<file path="src/rtl/argmin_select.sv">
// argmin_select: streaming arg-min over one batch of IEEE-754 single squared
// distances. It collects beats until tlast, then holds {index, min, flags}
// until the result is taken downstream.
// Optional build macro: ARGMIN_NAN_FILTER_EN. When defined, NaN beats are
// counted but never selected, and an all-NaN batch raises error_out.
module argmin_select #(
  parameter int IDX_WIDTH = 8
) (
  input  logic                 clk_100mhz,
  input  logic                 rst_in,
  input  logic                 s_axis_tvalid,
  output logic                 s_axis_tready,
  input  logic [31:0]          s_axis_tdata,
  input  logic                 s_axis_tlast,
  output logic                 m_axis_tvalid,
  input  logic                 m_axis_tready,
  output logic [IDX_WIDTH-1:0] m_axis_tindex,
  output logic [31:0]          m_axis_tmin,
  output logic                 overflow_out,
  output logic                 error_out
);

  localparam logic [IDX_WIDTH-1:0] IDX_MAX  = {IDX_WIDTH{1'b1}};
  localparam logic [IDX_WIDTH-1:0] IDX_ONE  = {{(IDX_WIDTH-1){1'b0}}, 1'b1};
  localparam logic [IDX_WIDTH-1:0] IDX_ZERO = {IDX_WIDTH{1'b0}};

  typedef enum logic {
    COLLECT = 1'b0,
    HOLD    = 1'b1
  } state_t;

  state_t r_state;
  state_t w_state_nxt;
  logic   w_s_ready;
  logic   w_m_valid;
  logic   w_accept;
  logic   w_release;
  logic   w_beat_ok;

  // r_count is the index the next accepted beat gets; r_full marks that the
  // index space is used up, so any further beat is an overflow beat.
  logic [IDX_WIDTH-1:0] r_count;
  logic                 r_full;
  logic [31:0]          r_min;
  logic [IDX_WIDTH-1:0] r_idx;
  logic                 r_ovf;
  logic                 r_seen;

  logic [IDX_WIDTH-1:0] w_cnt_nxt;
  logic                 w_full_nxt;
  logic [31:0]          w_min_nxt;
  logic [IDX_WIDTH-1:0] w_idx_nxt;
  logic                 w_ovf_nxt;
  logic                 w_seen_nxt;

`ifdef ARGMIN_NAN_FILTER_EN
  localparam logic [31:0] QNAN = 32'h7FC0_0000;

  logic r_err;
  logic w_err_nxt;

  // Exponent all ones with a nonzero mantissa.
  function automatic logic is_nan(input logic [31:0] v);
    return (v[30:23] == 8'hFF) && (v[22:0] != 23'd0);
  endfunction

  assign w_beat_ok = !is_nan(s_axis_tdata);
  assign error_out = r_err;
`else
  assign w_beat_ok = 1'b1;
  assign error_out = 1'b0;
`endif

  assign w_accept      = s_axis_tvalid && w_s_ready;
  assign w_release     = m_axis_tready && w_m_valid;
  assign s_axis_tready = w_s_ready;
  assign m_axis_tvalid = w_m_valid;
  assign m_axis_tindex = r_idx;
  assign m_axis_tmin   = r_min;
  assign overflow_out  = r_ovf;

  // State register.
  always_ff @(posedge clk_100mhz or posedge rst_in) begin
    if (rst_in) begin
      r_state <= COLLECT;
    end else begin
      r_state <= w_state_nxt;
    end
  end

  // Next state and handshake outputs, decoded from the state register.
  always_comb begin
    w_state_nxt = r_state;
    w_s_ready   = 1'b0;
    w_m_valid   = 1'b0;
    case (r_state)
      COLLECT: begin
        w_s_ready = 1'b1;
        if (s_axis_tvalid && s_axis_tlast) begin
          w_state_nxt = HOLD;
        end else begin
          w_state_nxt = COLLECT;
        end
      end
      HOLD: begin
        w_m_valid = 1'b1;
        if (m_axis_tready) begin
          w_state_nxt = COLLECT;
        end else begin
          w_state_nxt = HOLD;
        end
      end
      default: begin
        w_state_nxt = COLLECT;
      end
    endcase
  end

  // Next datapath values: clear on result handshake, update on accepted beat.
  always_comb begin
    w_cnt_nxt  = r_count;
    w_full_nxt = r_full;
    w_min_nxt  = r_min;
    w_idx_nxt  = r_idx;
    w_ovf_nxt  = r_ovf;
    w_seen_nxt = r_seen;
`ifdef ARGMIN_NAN_FILTER_EN
    w_err_nxt  = r_err;
`endif
    if (w_release) begin
      w_cnt_nxt  = IDX_ZERO;
      w_full_nxt = 1'b0;
      w_min_nxt  = 32'h0000_0000;
      w_idx_nxt  = IDX_ZERO;
      w_ovf_nxt  = 1'b0;
      w_seen_nxt = 1'b0;
`ifdef ARGMIN_NAN_FILTER_EN
      w_err_nxt  = 1'b0;
`endif
    end else if (w_accept) begin
      // Counter saturates; the beat that arrives once saturated overflows
      // but is still compared under the saturated index.
      if (r_full) begin
        w_ovf_nxt = 1'b1;
      end else if (r_count == IDX_MAX) begin
        w_full_nxt = 1'b1;
      end else begin
        w_cnt_nxt = r_count + IDX_ONE;
      end
      // Magnitude compare on bits [30:0]; strict less keeps the earlier tie.
      if (w_beat_ok && (!r_seen || (s_axis_tdata[30:0] < r_min[30:0]))) begin
        w_min_nxt  = s_axis_tdata;
        w_idx_nxt  = r_count;
        w_seen_nxt = 1'b1;
      end else begin
        w_seen_nxt = r_seen;
      end
`ifdef ARGMIN_NAN_FILTER_EN
      // Batch closed without a single usable beat: report the canonical NaN.
      if (s_axis_tlast && !w_seen_nxt) begin
        w_min_nxt = QNAN;
        w_idx_nxt = IDX_ZERO;
        w_err_nxt = 1'b1;
      end else begin
        w_err_nxt = r_err;
      end
`endif
    end else begin
      w_cnt_nxt = r_count;
    end
  end

  // Datapath registers; reset discards any partial or pending result.
  always_ff @(posedge clk_100mhz or posedge rst_in) begin
    if (rst_in) begin
      r_count <= IDX_ZERO;
      r_full  <= 1'b0;
      r_min   <= 32'h0000_0000;
      r_idx   <= IDX_ZERO;
      r_ovf   <= 1'b0;
      r_seen  <= 1'b0;
`ifdef ARGMIN_NAN_FILTER_EN
      r_err   <= 1'b0;
`endif
    end else begin
      r_count <= w_cnt_nxt;
      r_full  <= w_full_nxt;
      r_min   <= w_min_nxt;
      r_idx   <= w_idx_nxt;
      r_ovf   <= w_ovf_nxt;
      r_seen  <= w_seen_nxt;
`ifdef ARGMIN_NAN_FILTER_EN
      r_err   <= w_err_nxt;
`endif
    end
  end

endmodule

</file>
<file path="config.mk">
export PLATFORM = sky130hd
export DESIGN_NAME = argmin_select
export DESIGN_NICKNAME = d
export VERILOG_FILES = /design/src/rtl/argmin_select.sv
export SDC_FILE = /design/constraint.sdc
export NUM_CORES = 1
export LEC_CHECK = 0
export BUFFER_PORTS_ARGS = -buffer_cell sky130_fd_sc_hd__clkbuf_2
export CORE_AREA = 2 2 87 89
export CTS_BUF_LIST = sky130_fd_sc_hd__clkbuf_4 sky130_fd_sc_hd__clkbuf_8 sky130_fd_sc_hd__clkbuf_16
export DETAILED_ROUTE_END_ITERATION = 8
export DIE_AREA = 0 0 89 91
export PLACE_DENSITY = 0.75
export SLEW_MARGIN = 0
export SYNTH_ARGS = -nofsm -noshare
export SYNTH_HDL_FRONTEND = slang
export SYNTH_SLANG_ARGS = --single-unit
</file>
<file path="constraint.sdc">
create_clock -name clk_100mhz -period 1.95 [get_ports clk_100mhz]
set_clock_uncertainty 0.15 [all_clocks]
set_input_delay 0.0975 -clock clk_100mhz [delete_from_list [all_inputs] [get_ports clk_100mhz]]
set_output_delay 0.0975 -clock clk_100mhz [all_outputs]
set_load 0.01 [all_outputs]
</file>
Word-level counts from Yosys, hierarchy flattened
Index checks and enable logic that the tools add are counted.
{"block": "op_classes", "addsub": 1, "magnitude_cmp": 1, "bitwise_logic": 1, "eq_ne": 3, "mux": 25, "reduce_logical": 11}
{"cell": "$mux 32", "n": 3}
{"cell": "$mux 8", "n": 7}
{"cell": "$lt 31x31->1", "n": 1}
{"cell": "$mux 1", "n": 14}
{"cell": "$add 8x1->8 const B", "n": 1}
{"cell": "$eq 8x8->1 const B", "n": 1}
{"cell": "$reduce_bool 2->1", "n": 3}
{"cell": "$ne 2x2->1 const B", "n": 2}
{"cell": "$reduce_and 2->1", "n": 2}
{"cell": "$logic_and 1x1->1", "n": 3}
{"cell": "$reduce_and 3->1", "n": 1}
{"cell": "$pmux 1 s2", "n": 1}
{"cell": "$logic_not 1->1", "n": 1}
{"cell": "$logic_or 1x1->1", "n": 1}
{"cell": "$not 1->1", "n": 1}
{"block": "word_totals", "reg_bits": 52, "out_inout_bits": 44, "input_bits": 37}

Depth between registers and ports, before layout
Gate-level depths: netlist of the first run.
{"block": "depth", "word_depth": 5, "mapped_depth": 10, "ltp_nobuf": 8}

Worst setup path before layout of the first run
OpenSTA, ideal clock, no wires.
{"block": "synth_timing", "kind": "reg-to-reg", "from": "register r_min[30] (netlist: m_axis_tmin[30])", "to": "register r_idx[0] (netlist: m_axis_tindex[0])", "setup_ps": 79, "setup_slack_ps": -296, "stages_incl_launch_ff": 11, "t_arrival_ps": 2017, "path_buffers": 2, "synth_period_minus_slack_ps": 2246, "cell_sequence": "dfrtp_1 inv_1 ha_1 nand4_1 nor4_2 a211oi_1 a31oi_1 a31o_2 buf_6 buf_12 mux2i_1"}
{"block": "synth_between", "elab_chain_len": 4}
{"item": "start: declaration", "line": "44", "source": "logic [31:0] r_min;"}
{"item": "start signal: assignment", "line": "188", "source": "r_min <= w_min_nxt;"}
{"item": "$lt 31x31->1", "line": "151", "source": "if (w_beat_ok && (!r_seen || (s_axis_tdata[30:0] < r_min[30:0]))) begin"}
{"item": "$logic_or 1x1->1", "line": "151"}
{"item": "$reduce_bool 2->1 (no source line)"}
{"item": "$reduce_and 2->1 (no source line)"}
{"item": "end signal: assignment", "line": "189", "source": "r_idx <= w_idx_nxt;"}
{"item": "end: declaration", "line": "45", "source": "logic [IDX_WIDTH-1:0] r_idx;"}
Every way passes these cells.
A chain may end at the register's enable or synchronous reset.

Final worst setup path of the first run
{"block": "layout_timing", "from": "register r_min[30] (netlist: m_axis_tmin[30])", "to": "register r_min[1] (netlist: m_axis_tmin[1])"}
{"block": "layout_between", "elab_chain_len": 4}
{"item": "$lt 31x31->1", "line": "151"}
{"item": "$logic_or 1x1->1", "line": "151"}
{"item": "$reduce_bool 2->1 (no source line)"}
{"item": "$reduce_and 2->1 (no source line)"}
Every way passes these cells.

==> flow_summary_export.csv, run 1 <==
group,metric,value,unit
flow_run,drv_cap,0,
hold_path,hold_class,"input port to register",
placed_design,hpwl,5.47,mm
pwr,p_leak,2.63,nW
cells_and_area,nNetsFinal,571,
yosys,ys_ff_latch,52,
routing,drc_errors,0,
sta,finalCritPeriodShare,1.26,
sta,slew_violations,0,
die,rows,31,
sta,max_freq,406,MHz
yosys,synth_top_area_cell,"dfrtp_1",
die,ios,81,
yosys,synth_top_area_share,0.411,
routing,viasPerCell,4.79,
global_routing,grt_pass1_wl,13.0,mm
placed_design,place_area,0.00394,mm^2
placed_design,post-place-ws,-0.361,ns
yosys,synth_flop_cell,"dfrtp_1",
pwr,power_density,1170,mW/mm^2
die,core-area,0.00714,mm^2
yosys,synth.distinct_cells,31,
yosys,async_reset_ff_frac,1.00,
sta,setup_viol,42,
clock_network,cts_buffer_depth,2,
setup_path,crit_path_top_delay_cell,"dfrtp_1",
sta,final.setup.worst_slack,-0.512,ns
clock_network,cts-root-buf,"clkbuf_8",
placed_design,io_buffers,79,
routing,totalWireLength,8.27,mm
clock_network,cts_max_level,2,
setup_path,start_kind,"register",
yosys,yosys_warnings,0,
routing,post_drt_wl_per_cell,13.7,um
outcome,status,"finished with violations",
clock_network,clk_latency,0.30,ns
yosys,syn_area_per_cell,9.33,um^2
clock_network,clock_sinks,52,
cells_and_area,layout_common_cells,"clkbuf_2 (79), inv_1 (69), nand2_1 (58), dfrtp_1 (52), buf_4 (44)",
global_routing,grt-ovfl-total,0,
global_routing,grt_antenna_before_repair,0,
die,die_x,89,um
cells_and_area,n_fill_cell,611,
global_routing,grt.total_usage,0.199,
global_routing,grt_max_degree,43,
sta,min_period,2.46,ns
cells_and_area,layout-drive-gt1-share,0.319,
setup_path,crit_fanout,6,
yosys,netlist_area,0.00316,mm^2
cells_and_area,final_common_cell,"clkbuf_2",
die,die_h,91,um
setup_path,crit_buf_inv,3,
cells_and_area,final_cell_count_no_fill,603,
cells_and_area,area_growth,45.4,%
sta,rsz0062_at_grt,"yes",
yosys,yosysSeqAreaShare,0.411,
hold_path,hp-start,"s_axis_tdata[2]",
setup_path,crit_chain,"inv_1 -> ha_4 -> nand4_1 -> nor4_2 -> a211oi_1 -> a31oi_1 -> a31o_2 -> buf_12 -> clkbuf_16 -> mux2i_1",
cells_and_area,fin_util,0.644,
pwr,vdd_drop_max,0.513,mV
sta,worst_pin_slew,0.503,ns
sta,slew_headroom,0.664,
setup_path,worst_ep_required_time,2.02,ns
setup_path,critical_path.top_delay_family,"compound AO/OA/AOI/OAI gates",
routing,via_count,2891,
outcome,violations,"setup timing",
sta,finalHoldViolCount,0,
yosys,synth_edf_count,0,
clock_network,cts_tree,"yes",
routing,drt_first_pass_iters,4,
die,initial_utilization,0.443,
placed_design,dp.cells,548,
setup_path,crit_path_max_incr_delay,0.37,ns
clock_network,path_clk_slew,0.09,ns
cells_and_area,fin_area,0.00460,mm^2
global_routing,grt_pass1_vias,3012,
setup_path,worstSetupPathType,"register to register",
yosys,synth_area_leaders,"dfrtp_1 (41%), mux2i_1 (13%), ha_1 (12%), inv_1 (8.5%), nand2_1 (6.9%)",
setup_path,r2r_start,"m_axis_tmin[30]",
setup_path,arrival,2.54,ns
yosys,synth_nets,407,
clock_network,cts_buffers,5,
routing,ant_nets,0,
routing,drtIter0Drc,133,
placed_design,gp_congestion,0.780,
yosys,netlist_instances,339,
cells_and_area,n_antenna_cell,0,
die,die_area,0.00810,mm^2
setup_path,crit_path_end_kind,"register",
setup_path,worstSetupStartpoint,"m_axis_tmin[30]",
==> layout make-up <==
type / instances / area, um^2 / area share
clock buffer: 7 / 90.1 / 0.0196
sequential: 52 / 1300 / 0.283
tap: 99 / 124 / 0.0269
inverter: 72 / 270 / 0.0588
timing repair buffer: 168 / 1250 / 0.272
clock inverter: 1 / 7.51 / 0.00163
multi-input combinational: 204 / 1560 / 0.339
==> state kept, by name, indices dropped and copies added, names as in the netlist <==
register	flops
r_seen	1
r_state	1
r_full	1
m_axis_tmin	32
r_count	8
overflow_out	1
m_axis_tindex	8
==> cell usage after synthesis, types with 2 or more instances <==
master,number
dfrtp_1,52
buf_12,4
nor2_1,15
inv_1,72
a21oi_1,18
mux2i_1,40
nor4_2,2
xnor2_1,6
nor3_1,2
nor2b_1,2
o21ai_0,11
a211oi_1,2
ha_1,31
nand2_1,58
nand4_1,4
clkbuf_1,5
==> worst paths after layout <==
kind                                    end  slack, ns  cells after the start
setup / recovery             m_axis_tmin[1]      -0.51                     10
hold / removal               m_axis_tmin[2]      0.007                      4
setup reg to reg             m_axis_tmin[1]      -0.51                     10
hold reg to reg                overflow_out       0.37                      2
max in group asynchronous   m_axis_tmin[24]       0.90                      4
min in group asynchronous  m_axis_tindex[4]       0.21                      3
==> logic make-up after synthesis <==
| group | Yosys count | share of synthesized area |
|---|---|---|
| AO/OA/AOI/OAI | 35 | 0.0657 |
| XOR/XNOR | 6 | 0.0166 |
| adder cells (fa/ha/maj) | 31 | 0.123 |
| buffers and inverters | 83 | 0.123 |
| flip-flops | 52 | 0.411 |
| multiplexers | 40 | 0.127 |
| other | 1 | 0.00119 |
| AND/OR/NAND/NOR | 91 | 0.133 |
==> tightest hold or removal path: stages <==
cell,delay [ns]
clkbuf_2,0.09
buf_4,0.12
inv_1,0.04
mux2i_1,0.06
==> per-layer routing <==
layer  track usage  vias up  routed length, um
met3        0.0355       12                392
met1         0.250     1381               3620
met5             0        -                  0
met4        0.0498        0                 93
met2         0.349       90               4170
li1              -     1408                  -
==> power breakdown <==
| group | internal (mW) | switching (mW) | total (mW) | leakage, nW |
|---|---|---|---|---|
| clock network | 0.303 | 0.354 | 0.657 | 0.0479 |
| logic | 1.57 | 1.48 | 3.05 | 1.92 |
| registers | 1.45 | 0.229 | 1.68 | 0.664 |
| total | 3.32 | 2.06 | 5.38 | 2.63 |
==> metrics by stage <==
stage	TNS (ns)	hold WS (ns)	power, mW
2_1_floorplan	-7.15	0.0439	3.22
3_3_place_gp	-6.95	-0.0192	4.26
3_5_place_dp	-12.37	-0.0105	4.39
4_1_cts	-12.38	0.00908	5.25
5_1_grt	-22.37	0.0102	5.82
6_report	-18.02	0.00746	5.38
==> timing repair <==
item,4_1_cts,5_1_grt
pin swaps,0,1
buffers inserted,3,7
hold endpoints to repair,54,0
gates resized for setup,9,7
setup endpoints to repair,42,44
hold buffers,35,0
gates cloned,1,2
Power figures use the tool's default switching activity.
==> inputs of run 2 (changes only) <==
--- a/config.mk
+++ b/config.mk
@@ -10,7 +10,9 @@
 export CTS_BUF_LIST = sky130_fd_sc_hd__clkbuf_4 sky130_fd_sc_hd__clkbuf_8 sky130_fd_sc_hd__clkbuf_16
 export DETAILED_ROUTE_END_ITERATION = 8
 export DIE_AREA = 0 0 89 91
+export HOLD_SLACK_MARGIN = 0.05
 export PLACE_DENSITY = 0.75
+export SETUP_SLACK_MARGIN = 0.5
 export SLEW_MARGIN = 0
 export SYNTH_ARGS = -nofsm -noshare
 export SYNTH_HDL_FRONTEND = slang
==> run 2 against run 1 <==
The flow finishes with violations (hold timing, setup timing). Worst setup slack improved by 0.16 ns. Worst hold slack worse by 0.074 ns. Clock-buffer cell count decreased by 2. Core utilization grew 2.4 points. Critical path depth did not move. Flip-flop and latch count unchanged.
==> flow_summary_export.csv, run 2 (same netlist as run 1, synthesis figures left out) <==
group,metric,value,unit
outcome,status,"finished with violations",
outcome,violations,"hold timing, setup timing",
setup_path,r2r_start,"m_axis_tmin[21]",
sta,finalCritPeriodShare,1.18,
routing,totalWireLength,8.21,mm
pwr,p_leak,2.71,nW
global_routing,grt_pass1_vias,2936,
setup_path,timing.reg2reg.setup_slack,-0.36,ns
setup_path,worst_ep_required_time,2.03,ns
cells_and_area,n_antenna_cell,0,
setup_path,start_kind,"register",
setup_path,crit_fanout,6,
pwr,p_sw_frac,0.375,
clock_network,clock_sinks,52,
hold_path,hold_depth,3,
setup_path,crit_chain,"inv_2 -> ha_4 -> nand4_1 -> nor4_2 -> a211oi_1 -> a31oi_1 -> a31o_2 -> buf_4 -> buf_12 -> mux2i_2",
global_routing,grt_antenna_before_repair,0,
cells_and_area,layout_common_cells,"clkbuf_2 (79), inv_1 (67), nand2_1 (57), dfrtp_1 (52), buf_4 (48)",
sta,holdWs,-0.0666,ns
pwr,intPower,3.50,mW
hold_path,hp-start,"s_axis_tvalid",
placed_design,place_area,0.00398,mm^2
setup_path,critical_path.top_delay_family,"compound AO/OA/AOI/OAI gates",
clock_network,clk_latency,0.31,ns
cells_and_area,area_growth,50.7,%
cells_and_area,final_common_cell,"clkbuf_2",
clock_network,cts_buffer_depth,2,
die,die_x,89,um
pwr,vdd_drop_max,0.520,mV
cells_and_area,largest_reg_flops,32,
clock_network,cts_max_level,2,
setup_path,crit_path_top_delay_cell,"dfrtp_1",
global_routing,grt.total_usage,0.208,
hold_path,hold_class,"input port to register",
sta,finalHoldViolCount,1,
routing,viasPerCell,4.68,
pwr,p_switching,2.10,mW
clock_network,cts_tree,"yes",
sta,slew_headroom,0.509,
die,core-area,0.00714,mm^2
routing,ant_nets,0,
die,initial_utilization,0.443,
setup_path,r2r_cells,10,
setup_path,arrival,2.39,ns
die,ios,81,
clock_network,cts_buffers,5,
placed_design,post-place-ws,-0.359,ns
setup_path,crit_buf_inv,3,
clock_network,cts-root-buf,"clkbuf_8",
routing,via_count,2863,
die,die_h,91,um
routing,post_drt_wl_per_cell,13.4,um
sta,min_period,2.31,ns
cells_and_area,n_fill_cell,614,
setup_path,crit_path_max_incr_delay,0.39,ns
setup_path,worstSetupPathType,"register to register",
cells_and_area,nNetsFinal,580,
global_routing,grt_max_degree,43,
sta,max_freq,434,MHz
cells_and_area,final_cell_count_no_fill,612,
hold_path,min_to,"r_seen",
setup_path,crit_path_end_kind,"register",
routing,drc_errors,0,
global_routing,grt-ovfl-total,0,
global_routing,grt_pass1_wl,13.3,mm
placed_design,io_buffers,79,
pwr,p_comb_frac,0.564,
placed_design,hpwl,5.54,mm
flow_run,drv_cap,0,
placed_design,dp.cells,550,
placed_design,gp_congestion,0.850,
sta,worst_pin_slew,0.734,ns
clock_network,cts.hold.buffers_added,35,
pwr,power_density,1170,mW/mm^2
sta,slew_violations,0,
sta,rsz0062_at_grt,"yes",
cells_and_area,layout-drive-gt1-share,0.347,
pwr,seqPwrFrac,0.297,
sta,setup_viol,44,
sta,final.setup.worst_slack,-0.356,ns
routing,drtIter0Drc,123,
cells_and_area,fin_area,0.00477,mm^2
die,die_area,0.00810,mm^2
routing,drt_first_pass_iters,4,
pwr,power.share.clock,0.139,
clock_network,path_clk_slew,0.10,ns
die,rows,31,
setup_path,r2r_end,"m_axis_tmin[24]",
==> run 2: changes by cell type in the layout (fill, tap and decap cells not counted), sizes merged <==
cell / change
bufinv: +1
clkinvlp: +1
clkbuf: -2
buf: +9
==> run 2: layout make-up <==
cell class                 count  area (um^2)  area share
sequential                    52         1300       0.273
timing repair buffer         177         1350       0.283
multi-input combinational    204         1600       0.336
clock inverter                 3         46.3     0.00971
tap                           99          124      0.0260
clock buffer                   5         68.8      0.0144
inverter                      72          274      0.0575
==> run 2: worst max-delay path by stage <==
stage,cells after the start,start,end,slack [ns]
3_5_place_dp,9,m_axis_tmin[2],m_axis_tmin[7],-0.36
5_1_grt,10,m_axis_tmin[30],m_axis_tindex[0],-0.50
2_1_floorplan,10,m_axis_tmin[21],m_axis_tindex[0],-0.18
6_report,10,m_axis_tmin[21],m_axis_tmin[24],-0.36
4_1_cts,10,m_axis_tmin[21],m_axis_tmin[7],-0.35
3_3_place_gp,9,m_axis_tmin[2],m_axis_tmin[1],-0.29
==> run 2: tightest hold or removal path, cell delays in order <==
cell      delay, ns
clkbuf_2       0.11
nand2b_4       0.08
nand2_1        0.06
==> run 2: power by group through the flow <==
| stage | logic, mW | clock network [mW] | registers [mW] |
|---|---|---|---|
| 6_report | 3.16 | 0.777 | 1.66 |
| 5_1_grt | 3.51 | 0.843 | 1.71 |
| 4_1_cts | 3.03 | 0.791 | 1.66 |
| 3_5_place_dp | 2.76 | 0 | 1.67 |
| 3_3_place_gp | 2.65 | 0 | 1.66 |
| 2_1_floorplan | 1.33 | 0 | 1.89 |
==> run 2: what timing repair did <==
item | CTS | global route
pin swaps | 5 | 4
endpoints found under the setup margin | 49 | 49
hold endpoints to repair | 64 | 1
gates cloned | 1 | 1
gates resized for setup | 19 | 9
buffers inserted | 10 | 7
==> run 2: metal layers <==
metal	global-route usage	vias up	share of wire
met4	0.0535	0	0.017
met2	0.352	75	0.50
met5	0	-	0
met1	0.276	1344	0.44
met3	0.0291	10	0.047
li1	-	1434	-
==> run 2: metrics by stage <==
stage	power, mW	setup TNS [ns]	utilization
after floorplan	3.22	-7.17	-
after global placement	4.31	-11.02	0.558
after detailed placement	4.43	-12.70	0.558
after CTS	5.49	-11.86	0.650
after global routing	6.06	-18.82	0.668
final	5.60	-12.47	0.668
==> inputs of run 3 (changes only) <==
--- a/config.mk
+++ b/config.mk
@@ -13,6 +13,7 @@
 export HOLD_SLACK_MARGIN = 0.05
 export PLACE_DENSITY = 0.75
 export SETUP_SLACK_MARGIN = 0.5
+export SKIP_LAST_GASP = 1
 export SLEW_MARGIN = 0
 export SYNTH_ARGS = -nofsm -noshare
 export SYNTH_HDL_FRONTEND = slang
==> run 3 against run 2 <==
The flow still finishes with violations (hold timing, setup timing). Core utilization down 0.11 points. Clock power about the same. Sequential share of layout area about the same. Clock-buffer cell count unchanged. Wire length about the same. Flip-flop and latch count unchanged. Register-to-register slack about the same. Final cell count unchanged. Combinational power about the same. Via count up 0.42%. Power about the same. Critical path depth unchanged. Critical endpoint unchanged. Highest routed layer unchanged.
==> flow_summary_export.csv, run 3 (same netlist as run 1, synthesis figures left out) <==
group,metric,value,unit
sta,rsz0062_at_grt,"yes",
cells_and_area,layout_common_cells,"clkbuf_2 (79), inv_1 (67), nand2_1 (57), dfrtp_1 (52), buf_4 (48)",
placed_design,dp.cells,550,
clock_network,cts.hold.buffers_added,35,
setup_path,worstSetupPathType,"register to register",
clock_network,cts-root-buf,"clkbuf_8",
cells_and_area,final_common_cell,"clkbuf_2",
routing,post_drt_wl_per_cell,13.4,um
pwr,power,5.60,mW
setup_path,crit_path_end_kind,"register",
outcome,status,"finished with violations",
global_routing,grt_pass1_vias,2936,
die,die_h,91,um
die,die_x,89,um
sta,min_period,2.32,ns
setup_path,r2r_cells,10,
clock_network,cts_max_level,2,
sta,finalHoldViolCount,1,
die,rows,31,
cells_and_area,layout-drive-gt1-share,0.345,
routing,via_count,2875,
clock_network,cts_tree,"yes",
die,initial_utilization,0.443,
cells_and_area,fin_util,0.667,
die,ios,81,
placed_design,gp_congestion,0.850,
sta,max_freq,432,MHz
setup_path,cp.depth,10,
setup_path,crit_path_max_incr_delay,0.39,ns
sta,slew_violations,0,
global_routing,grt_pass1_wl,13.3,mm
cells_and_area,area_growth,50.5,%
setup_path,crit_buf_inv,3,
placed_design,hpwl,5.54,mm
clock_network,cts_buffer_depth,2,
sta,tns,-12.88,ns
global_routing,grt.total_usage,0.208,
placed_design,io_buffers,79,
setup_path,crit_path_top_delay_cell,"dfrtp_1",
routing,viasPerCell,4.70,
sta,holdWs,-0.0702,ns
outcome,violations,"hold timing, setup timing",
cells_and_area,n_antenna_cell,0,
routing,drtIter0Drc,103,
pwr,power_density,1180,mW/mm^2
sta,setup_viol,43,
sta,finalCritPeriodShare,1.19,
clock_network,cts_buffers,5,
cells_and_area,n_fill_cell,613,
sta,worst_pin_slew,0.741,ns
setup_path,crit_fanout,6,
routing,drc_errors,0,
clock_network,path_clk_slew,0.10,ns
sta,slew_headroom,0.505,
global_routing,grt_antenna_before_repair,0,
setup_path,arrival,2.40,ns
pwr,vdd_drop_max,0.519,mV
global_routing,grt-ovfl-total,0,
cells_and_area,largest_reg_flops,32,
die,core-area,0.00714,mm^2
hold_path,hold_class,"input port to register",
hold_path,hold_depth,3,
global_routing,grt_max_degree,43,
pwr,p_leak,2.70,nW
cells_and_area,final_cell_count_no_fill,612,
sta,final.setup.worst_slack,-0.367,ns
setup_path,start_kind,"register",
clock_network,clk_latency,0.31,ns
flow_run,drv_cap,0,
routing,ant_nets,0,
clock_network,clock_sinks,52,
setup_path,worst_ep_required_time,2.03,ns
cells_and_area,nNetsFinal,580,
routing,drt_first_pass_iters,4,
routing,totalWireLength,8.22,mm
setup_path,crit_chain,"inv_2 -> ha_4 -> nand4_1 -> nor4_2 -> a211oi_1 -> a31oi_1 -> a31o_2 -> buf_4 -> buf_12 -> mux2i_2",
setup_path,critical_path.top_delay_family,"compound AO/OA/AOI/OAI gates",
die,die_area,0.00810,mm^2
[run 3: cell counts in the layout (fill, tap and decap cells not counted)]
No cell type changed its count.
[run 3: area by class of cell]
class	instances	area, um^2	share of cell area
well taps	99	124	0.0260
repair buffers	177	1350	0.283
flip-flops and latches	52	1300	0.273
multi-input cells	204	1600	0.335
inverters	72	274	0.0576
clock inverters	3	46.3	0.00973
clock buffers	5	68.8	0.0145
[run 3: worst paths after layout]
| kind | slack (ns) | from | endpoint |
|---|---|---|---|
| setup / recovery | -0.37 | m_axis_tmin[21] | m_axis_tmin[24] |
| hold / removal | -0.07 | s_axis_tvalid | r_seen |
| setup reg to reg | -0.37 | m_axis_tmin[21] | m_axis_tmin[24] |
| hold reg to reg | 0.35 | r_seen | r_seen |
| max in group asynchronous | 0.82 | rst_in | r_count[6] |
| min in group asynchronous | 0.28 | rst_in | m_axis_tmin[0] |
[run 3: routing by layer]
layer	part of all wire	vias up	wire, um	global-route usage
met5	0	-	0	0
li1	-	1432	-	-
met4	0.017	0	138	0.0535
met1	0.45	1367	3690	0.276
met2	0.49	66	4060	0.352
met3	0.040	10	331	0.0291
[run 3: repair_timing]
item | 4_1_cts | 5_1_grt
pin swaps | 5 | 7
buffers inserted | 10 | 7
gates cloned | 1 | 1
setup endpoints to repair | 49 | 49
endpoints found under the hold margin | 64 | 1
gates resized for setup | 18 | 9
[run 3: power by group]
part,internal (mW),switching (mW),total [mW]
sequential,1.45,0.218,1.67
combinational,1.66,1.49,3.16
clock,0.387,0.387,0.775
[run 3: tightest hold or removal path, stage by stage]
cell and delay (ns):
clkbuf_2 0.11, nand2b_4 0.08, nand2_1 0.06
[run 3: stage by stage]
stage	instance area [um^2]	setup slack [ns]	hold slack, ns
6_report	4760	-0.367	-0.0702
5_1_grt	4760	-0.496	-0.0661
4_1_cts	4630	-0.346	-0.0780
3_5_place_dp	3980	-0.359	0.0924
3_3_place_gp	3980	-0.290	0.0814
2_1_floorplan	3190	-0.175	0.00257
